--- config.mk ---
export PLATFORM = sky130hd
export DESIGN_NAME = datapath_result_display
export DESIGN_NICKNAME = d
export VERILOG_FILES = /design/src/rtl/display_pkg.sv /design/src/rtl/hex_to_seg7.sv /design/src/rtl/datapath_result_display.sv
export SDC_FILE = /design/constraint.sdc
export NUM_CORES = 1
export LEC_CHECK = 0
export CORE_MARGIN = 1.5
export CORE_UTILIZATION = 50
export CTS_CLUSTER_DIAMETER = 80
export DETAILED_ROUTE_END_ITERATION = 8
export GPL_TIMING_DRIVEN = 0
export PLACE_DENSITY = 0.81
export SETUP_SLACK_MARGIN = 0.2
export SYNTH_ARGS = -nofsm -noshare
export SYNTH_HDL_FRONTEND = slang
export SYNTH_SLANG_ARGS = --single-unit
--- constraint.sdc ---
create_clock -name Clk -period 8.35 [get_ports Clk]
set_input_delay 1.67 -clock Clk [delete_from_list [all_inputs] [get_ports Clk]]
set_output_delay 1.67 -clock Clk [all_outputs]
set_load 0.01 [all_outputs]
--- src/rtl/display_pkg.sv ---
// Shared constants for the seven-segment result display: digit count,
// active-low gfedcba hex glyph table and the blank code.
package display_pkg;

    localparam int unsigned NUM_DIGITS = 8;

    localparam logic [6:0] SEG_BLANK = 7'h7F;

    typedef logic [3:0] nibble_t;

    localparam logic [6:0] HEX7 [16] = '{
        7'h40, 7'h79, 7'h24, 7'h30, 7'h19, 7'h12, 7'h02, 7'h78,
        7'h00, 7'h10, 7'h08, 7'h03, 7'h46, 7'h21, 7'h06, 7'h0E
    };

endpackage

--- src/rtl/hex_to_seg7.sv ---
// Combinational hex nibble to active-low seven-segment (gfedcba) decoder.
module hex_to_seg7
    import display_pkg::*;
(
    input  nibble_t    nibble_i,
    output logic [6:0] seg_o
);

    always_comb begin
        seg_o = HEX7[nibble_i];
    end

endmodule

--- src/rtl/datapath_result_display.sv ---
// Snapshots v0/v1 through a stability filter and scans it as 8 hex digits.
// Optional macro DISPLAY_LEADING_ZERO_BLANK_EN blanks leading-zero digits.
module datapath_result_display
    import display_pkg::*;
#(
    parameter int unsigned REFRESH_DIV   = 100000,
    parameter int unsigned STABLE_CYCLES = 4
) (
    input  logic                  Clk,
    input  logic                  Reset,
    input  logic [31:0]           v0,
    input  logic [31:0]           v1,
    input  logic                  ShowV1,
    input  logic                  Freeze,
    output logic [NUM_DIGITS-1:0] An,
    output logic [6:0]            Seg,
    output logic                  Dp,
    output logic                  Changed
);

    localparam int unsigned PRESC_W = $clog2(REFRESH_DIV);
    localparam int unsigned STAB_W  = $clog2(STABLE_CYCLES + 1);
    localparam int unsigned IDX_W   = $clog2(NUM_DIGITS);

    localparam logic [PRESC_W-1:0] PRESC_LAST = PRESC_W'(REFRESH_DIV - 1);
    localparam logic [STAB_W-1:0]  STAB_LAST  = STAB_W'(STABLE_CYCLES - 1);

    logic                  sel_q,   sel_d;
    logic [31:0]           snap_q,  snap_d;
    logic [31:0]           cand_q,  cand_d;
    logic [STAB_W-1:0]     stab_q,  stab_d;
    logic [PRESC_W-1:0]    presc_q, presc_d;
    logic [IDX_W-1:0]      idx_q,   idx_d;
    logic [NUM_DIGITS-1:0] an_q,    an_d;
    logic [6:0]            seg_q,   seg_d;
    logic                  dp_q,    dp_d;
    logic                  chg_q,   chg_d;

    logic [31:0] src;
    nibble_t     nib;
    logic [6:0]  seg_hex;

    hex_to_seg7 u_hex (
        .nibble_i (nib),
        .seg_o    (seg_hex)
    );

    always_comb begin
        src     = ShowV1 ? v1 : v0;
        sel_d   = ShowV1;
        snap_d  = snap_q;
        cand_d  = cand_q;
        stab_d  = stab_q;
        chg_d   = 1'b0;

        // A source toggle captures immediately, even while frozen.
        if (ShowV1 != sel_q) begin
            snap_d = src;
            cand_d = src;
            stab_d = '0;
            chg_d  = 1'b1;
        end else if (src != cand_q) begin
            cand_d = src;
            stab_d = '0;
        end else if (cand_q != snap_q && stab_q == STAB_LAST && !Freeze) begin
            snap_d = cand_q;
            chg_d  = 1'b1;
        end else if (stab_q < STAB_LAST) begin
            stab_d = stab_q + 1'b1;
        end

        if (presc_q == PRESC_LAST) begin
            presc_d = '0;
            idx_d   = idx_q + 1'b1;
        end else begin
            presc_d = presc_q + 1'b1;
            idx_d   = idx_q;
        end

        // Outputs are built from next-state values so they register alongside them.
        nib  = snap_d[{idx_d, 2'b00} +: 4];
        an_d = ~({{(NUM_DIGITS-1){1'b0}}, 1'b1} << idx_d);
        dp_d = ~((idx_d == '0) && sel_d);
`ifdef DISPLAY_LEADING_ZERO_BLANK_EN
        if ((idx_d != '0) && ((snap_d >> {idx_d, 2'b00}) == '0)) begin
            seg_d = SEG_BLANK;
        end else begin
            seg_d = seg_hex;
        end
`else
        seg_d = seg_hex;
`endif
    end

    always_ff @(posedge Clk) begin
        if (Reset) begin
            sel_q   <= 1'b0;
            snap_q  <= '0;
            cand_q  <= '0;
            stab_q  <= '0;
            presc_q <= '0;
            idx_q   <= '0;
            an_q    <= '1;
            seg_q   <= SEG_BLANK;
            dp_q    <= 1'b1;
            chg_q   <= 1'b0;
        end else begin
            sel_q   <= sel_d;
            snap_q  <= snap_d;
            cand_q  <= cand_d;
            stab_q  <= stab_d;
            presc_q <= presc_d;
            idx_q   <= idx_d;
            an_q    <= an_d;
            seg_q   <= seg_d;
            dp_q    <= dp_d;
            chg_q   <= chg_d;
        end
    end

    assign An      = an_q;
    assign Seg     = seg_q;
    assign Dp      = dp_q;
    assign Changed = chg_q;

endmodule

==> results.ini, run 1 <==
[sta]
fin_skew_ns = 0.00645
slew_viol_final = 0
max_freq_mhz = 168
tightest_slew_ns = 1.06
fin_ws_ns = 2.38
tns_ns = 0
maxSlewHeadroom_pct = 28.8
hold_viol = 0
finalCritPeriodShare_pct = 71.5
final-setup-viol-count = 0
fin_crit_ns = 5.97
holdWs_ns = 0.482
rsz0062_at_grt = false

[clock_tree]
cts_buffer_depth = 2
h-tree-depth = 3
cts_resized = 0
post_cts_buffers = 0
clkSinkCount = 105
cts_root_buf = clkbuf_16
postCtsHoldBufs = 0
cts_tree = built
clk_latency_ns = 0.35
cts.clk_slew.worst_paths_ns = 0.08
numCtsBuffers = 9

[logic_synthesis]
ys_seq_area_share_pct = 36.1
ys.flop_type = dfxtp_1
yosysWarnings = 0
syn_avg_cell_area_um2 = 9.14
ys_ff_latch = 105
synth_edf_count = 0
synth_cell_types = 55
syn-num-nets = 714
async_reset_ff_share_pct = 0
synth_area_um2 = 5820
syn_inst = 636

[critical_path]
startpoint = v1[19]
cp-end-kind = flop
critPathKind = in2reg
r2r_end = Seg[5]
crit_fanout = 10
slowest_stage = o21ai_1
r2r_start = cand_q[10]
crit_required_ns = 8.59
r2r_slack_ns = 3.59
path_common_cell = mux2i_1
worstPathArrival_ns = 6.20
crit_path_max_incr_delay_ns = 0.51
crit_buf_inv = 3
critPathTopFamily = compound AO/OA/AOI/OAI gates
cp-endpoint = Seg[5]
crit_chain = clkdlybuf4s50_1 -> mux2i_1 -> xnor2_1 -> nor4_1 -> nand4_2 -> nor3_4 -> buf_4 -> mux2i_1 -> a32oi_1 -> o221ai_1 -> o21ai_1 -> inv_1 -> ha_1 -> nor2_1 -> a21oi_1 -> a221o_1
crit_path_start_kind = input port
reg2reg_depth = 15
cp.depth = 16

[final_layout]
final-seq-area_um2 = 2100
drive_above_1_share_pct = 8.44
multi_input_comb_area_um2 = 3490
area_growth_pct = 22.7
fillers = 982
fin_cells = 878
final_core_util_pct = 62.8
final_common_cell = nor2_1
layout_common_cells = nor2_1, dfxtp_1, clkdlybuf4s50_1
layout.nets = 808
antenna_cells = 0

[global_routing]
grt_pass1_wl_um = 28400
grt_max_degree = 22
grt_use_total_pct = 29.5
antenna_found_initial = 0
gr-total-overflow = 0
grt_pass1_vias = 5411

[route]
drtAntennaViolNets = 0
wl_um = 18000
vias = 5426
avgRoutedWirePerCell_um = 20.6
drc = 0
drt_iter0_drc = 450
via_per_inst = 6.18
dr.pass1.iters = 8

[pwr]
powerDensity_nw_per_um2 = 183
vdd_ir_drop_max_mv = 0.121
p_leak_nw = 2.82

[placement]
io_buffers = 83
place_congestion = 0.963
dpl.hpwl_um = 13300
dp_slack_ns = 2.18
placedCellCount = 862

[worst_hold_path]
hold_start = presc_q[0]
hold_class = reg2reg

[floorplan]
core-area_um2 = 11400
die_h_um = 111
row_count = 39
initial_core_util_pct = 51.1
dieArea_um2 = 12300
dieWidth_um = 111
ioPinCount = 85

[flow_run]
drv_cap = 0

[status]
status = complete, no violations

==> layer usage <==
metal | vias up | part of all wire [%] | wire length (um) | track usage (%)
li1 | 2492 | - | - | -
met1 | 2557 | 40 | 7270 | 35.8
met2 | 309 | 47 | 8440 | 48.9
met3 | 68 | 8.4 | 1510 | 7.11
met4 | 0 | 4.6 | 827 | 14.6
met5 | - | 0 | 0 | 0
==> cells in the mapped netlist, drive strengths merged (12+ instances only) <==
cell type    n  share of area (%)
a211oi      14                1.8
a21oi       27                2.4
a41o        16                2.8
and3        13                1.4
buf         14                1.9
clkbuf      24                1.5
dfxtp      105                 36
mux2i       47                9.6
nand2       33                2.1
nand4       12                1.7
nor2       106                6.8
nor4        17                3.1
o21ai       25                2.2
o31a        17                2.6
xnor2       36                5.4
xor2        43                6.5
==> cells by family (layout without fill, tap and decap cells) <==
kind of cell | count (synthesis) | in the layout | share of synthesized area [%]
AND/OR/NAND/NOR | 222 | 222 | 19.8
flip-flops | 105 | 105 | 36.1
multiplexers | 48 | 48 | 9.77
AO/OA/AOI/OAI | 129 | 129 | 16.4
adder cells (fa/ha/maj) | 10 | 10 | 2.15
XOR/XNOR | 79 | 79 | 11.9
buffers and inverters | 43 | 142 | 3.79
==> stage by stage <==
step / power, mW / instance area, um^2
finish: 1.30 / 7140
global route: 1.35 / 7140
CTS: 1.30 / 7140
detailed placement: 0.869 / 6830
global placement: 0.861 / 6830
floorplan: 0.756 / 5820
==> cell type report <==
cell class	instances	area share [%]
multi-input combinational	488	48.9
sequential	105	29.5
timing repair buffer	83	11.6
clock buffer	9	3.16
buffer	38	2.82
tap	143	2.51
clock inverter	7	1.21
inverter	5	0.263
==> power by group <==
group,internal [mW],switching [mW]
Clock,0.215,0.223
Sequential,0.536,0.0264
Combinational,0.138,0.166
Total,0.889,0.415
==> registers in the layout, indices dropped and copies added (netlist names) <==
register and count:
cand_q 32, snap_q 32, presc_q 17, An 8, Seg 7, idx_q 3, stab_q 3, Changed 1
Dp 1, sel_q 1
==> worst reg2reg max path: stages (launching register included) <==
cell and delay, ns:
dfxtp_1 0.34, xor2_1 0.21, nor4_1 0.55, nand4_1 0.21
o21ai_1 0.82, nor3_4 0.14, buf_4 0.26, mux2i_1 0.19
a32oi_1 0.25, o221ai_1 0.17, o21ai_1 0.51, inv_1 0.18
ha_1 0.29, nor2_1 0.15, a21oi_1 0.08, a221o_1 0.31
==> worst min-delay path by stage <==
stage | end | slack (ns) | depth (start not counted)
floorplan | presc_q[0] | 0.42 | 1
global placement | presc_q[0] | 0.43 | 1
detailed placement | presc_q[0] | 0.47 | 1
CTS | presc_q[0] | 0.48 | 1
global route | presc_q[0] | 0.52 | 1
finish | presc_q[0] | 0.48 | 1
Note: power is estimated with default switching activity, not from simulation.
==> run 2: changes to the inputs <==
- clock period: 8.35 -> 5.85 ns (I/O delays scaled with it)
==> run 2 against run 1 <==
  * First-iteration DRC count down 0.89%
  * Clock power up 42%
  * Combinational power up 43%
  * Critical path depth unchanged
  * Worst setup slack worse by 1.8 ns
  * Global-route usage unchanged
  * Flip-flop and latch count unchanged
  * Worst hold slack about the same
  * Sequential power up 43%
  * Largest power group unchanged
==> results.ini, run 2 (same netlist as run 1, synthesis figures left out) <==
[pwr]
powerDensity_nw_per_um2 = 260
p_total_mw = 1.86
switchingPower_uw = 589
p_leak_nw = 2.83
vdd_ir_drop_max_mv = 0.173
p_int_mw = 1.27
clockPowerShare_pct = 33.5
switching_share_pct = 31.7
pwr-share-comb_pct = 23.3
power_frac_seq_pct = 43.2

[final_layout]
fin_cells = 878
layout.nets = 808
reg_top3 = cand_q x32, snap_q x32, presc_q x17
drive_above_1_share_pct = 8.57
final_core_util_pct = 62.8
layout_common_cells = nor2_1, dfxtp_1, clkdlybuf4s50_1
area_growth_pct = 22.8
antenna_cells = 0
final_common_cell = nor2_1

[placement]
placedCellCount = 862
dpl.hpwl_um = 13300
place_congestion = 0.963
io_buffers = 83

[critical_path]
startpoint = v1[19]
crit_buf_inv = 3
reg2reg_depth = 15
path_common_cell = mux2i_1
crit_fanout = 10
crit_required_ns = 6.09
crit_path_max_incr_delay_ns = 0.44
cp-end-kind = flop
critPathKind = in2reg
critPathTopFamily = simple AND/OR/NAND/NOR gates
crit_chain = clkdlybuf4s50_1 -> mux2i_1 -> xnor2_1 -> nor4_1 -> nand4_2 -> nor3_4 -> buf_4 -> mux2i_1 -> a32oi_1 -> o221ai_1 -> o21ai_2 -> inv_1 -> ha_1 -> nor2_1 -> a21oi_1 -> a221o_1
slowest_stage = nor4_1
cp.depth = 16
r2r_end = Seg[5]
worstPathArrival_ns = 5.47
crit_path_start_kind = input port
r2r_slack_ns = 1.30
cp-endpoint = Seg[5]
r2r_start = cand_q[10]

[floorplan]
initial_core_util_pct = 51.1
die_h_um = 111
dieArea_um2 = 12300
dieWidth_um = 111
ioPinCount = 85
row_count = 39
core-area_um2 = 11400

[global_routing]
grt_pass1_vias = 5411
grt_pass1_wl_um = 28400
grt_max_degree = 22
gr-total-overflow = 0
grt_use_total_pct = 29.5
antenna_found_initial = 0

[sta]
tns_ns = 0
fin_crit_ns = 5.23
finalCritPeriodShare_pct = 89.5
hold_viol = 0
maxSlewHeadroom_pct = 25.0
tightest_slew_ns = 1.12
final-setup-viol-count = 0
fin_skew_ns = 0.00852
max_freq_mhz = 191
rsz0062_at_grt = false
slew_viol_final = 0

[clock_tree]
cts_root_buf = clkbuf_16
h-tree-depth = 3
post_cts_buffers = 0
cts_tree = built
clk_latency_ns = 0.35
postCtsHoldBufs = 0
numCtsBuffers = 9
cts.clk_slew.worst_paths_ns = 0.08
clkSinkCount = 105
cts_buffer_depth = 2

[status]
status = complete, no violations

[route]
drtAntennaViolNets = 0
vias = 5416
dr.pass1.iters = 6
wl_um = 18000
avgRoutedWirePerCell_um = 20.5
drc = 0
via_per_inst = 6.17
drt_iter0_drc = 446

[worst_hold_path]
hold_class = reg2reg
whs_path_depth = 1

[flow_run]
drv_cap = 0

## run 2: final cells by class
type / instances / area (um^2)
sequential: 105 / 2100
buffer: 38 / 201
multi-input combinational: 488 / 3500
clock buffer: 9 / 225
timing repair buffer: 83 / 831
clock inverter: 7 / 86.3
inverter: 5 / 18.8
fill: 982 / 4230
tap: 143 / 179
## run 2: power by group through the flow
| stage | sequential (mW) | clock (mW) | combinational, mW |
|---|---|---|---|
| finish | 0.803 | 0.622 | 0.433 |
| global route | 0.808 | 0.652 | 0.465 |
| CTS | 0.802 | 0.629 | 0.425 |
| detailed placement | 0.818 | 0 | 0.422 |
| global placement | 0.815 | 0 | 0.414 |
| floorplan | 0.816 | 0 | 0.263 |
## run 2: how the worst min path moves through the flow
stage               start         end  slack, ns
5_1_grt        presc_q[0]  presc_q[0]       0.52
3_5_place_dp   presc_q[0]  presc_q[0]       0.47
4_1_cts        presc_q[0]  presc_q[0]       0.48
3_3_place_gp   presc_q[0]  presc_q[0]       0.43
6_report       presc_q[0]  presc_q[0]       0.48
2_1_floorplan  presc_q[0]  presc_q[0]       0.42
## run 2: per-layer routing
metal / share of wire (%) / wire length, um / global-route usage [%]
met1: 40 / 7300 / 35.8
met2: 47 / 8430 / 48.9
met3: 8.4 / 1510 / 7.11
met4: 4.3 / 782 / 14.6
met5: 0 / 0 / 0
## run 2: through the flow
step	hold WS (ns)	setup slack, ns	cell area [um^2]
5_1_grt	0.518	0.337	7140
4_1_cts	0.479	0.508	7140
3_3_place_gp	0.426	0.327	6830
3_5_place_dp	0.468	0.176	6830
2_1_floorplan	0.418	1.33	5820
6_report	0.483	0.616	7140
## run 2: what timing repair did
| action | CTS | global route |
|---|---|---|
| endpoints found under the setup margin | 0 | 1 |
| endpoints found under the hold margin | 0 | 0 |
| gates resized for setup | 0 | 1 |
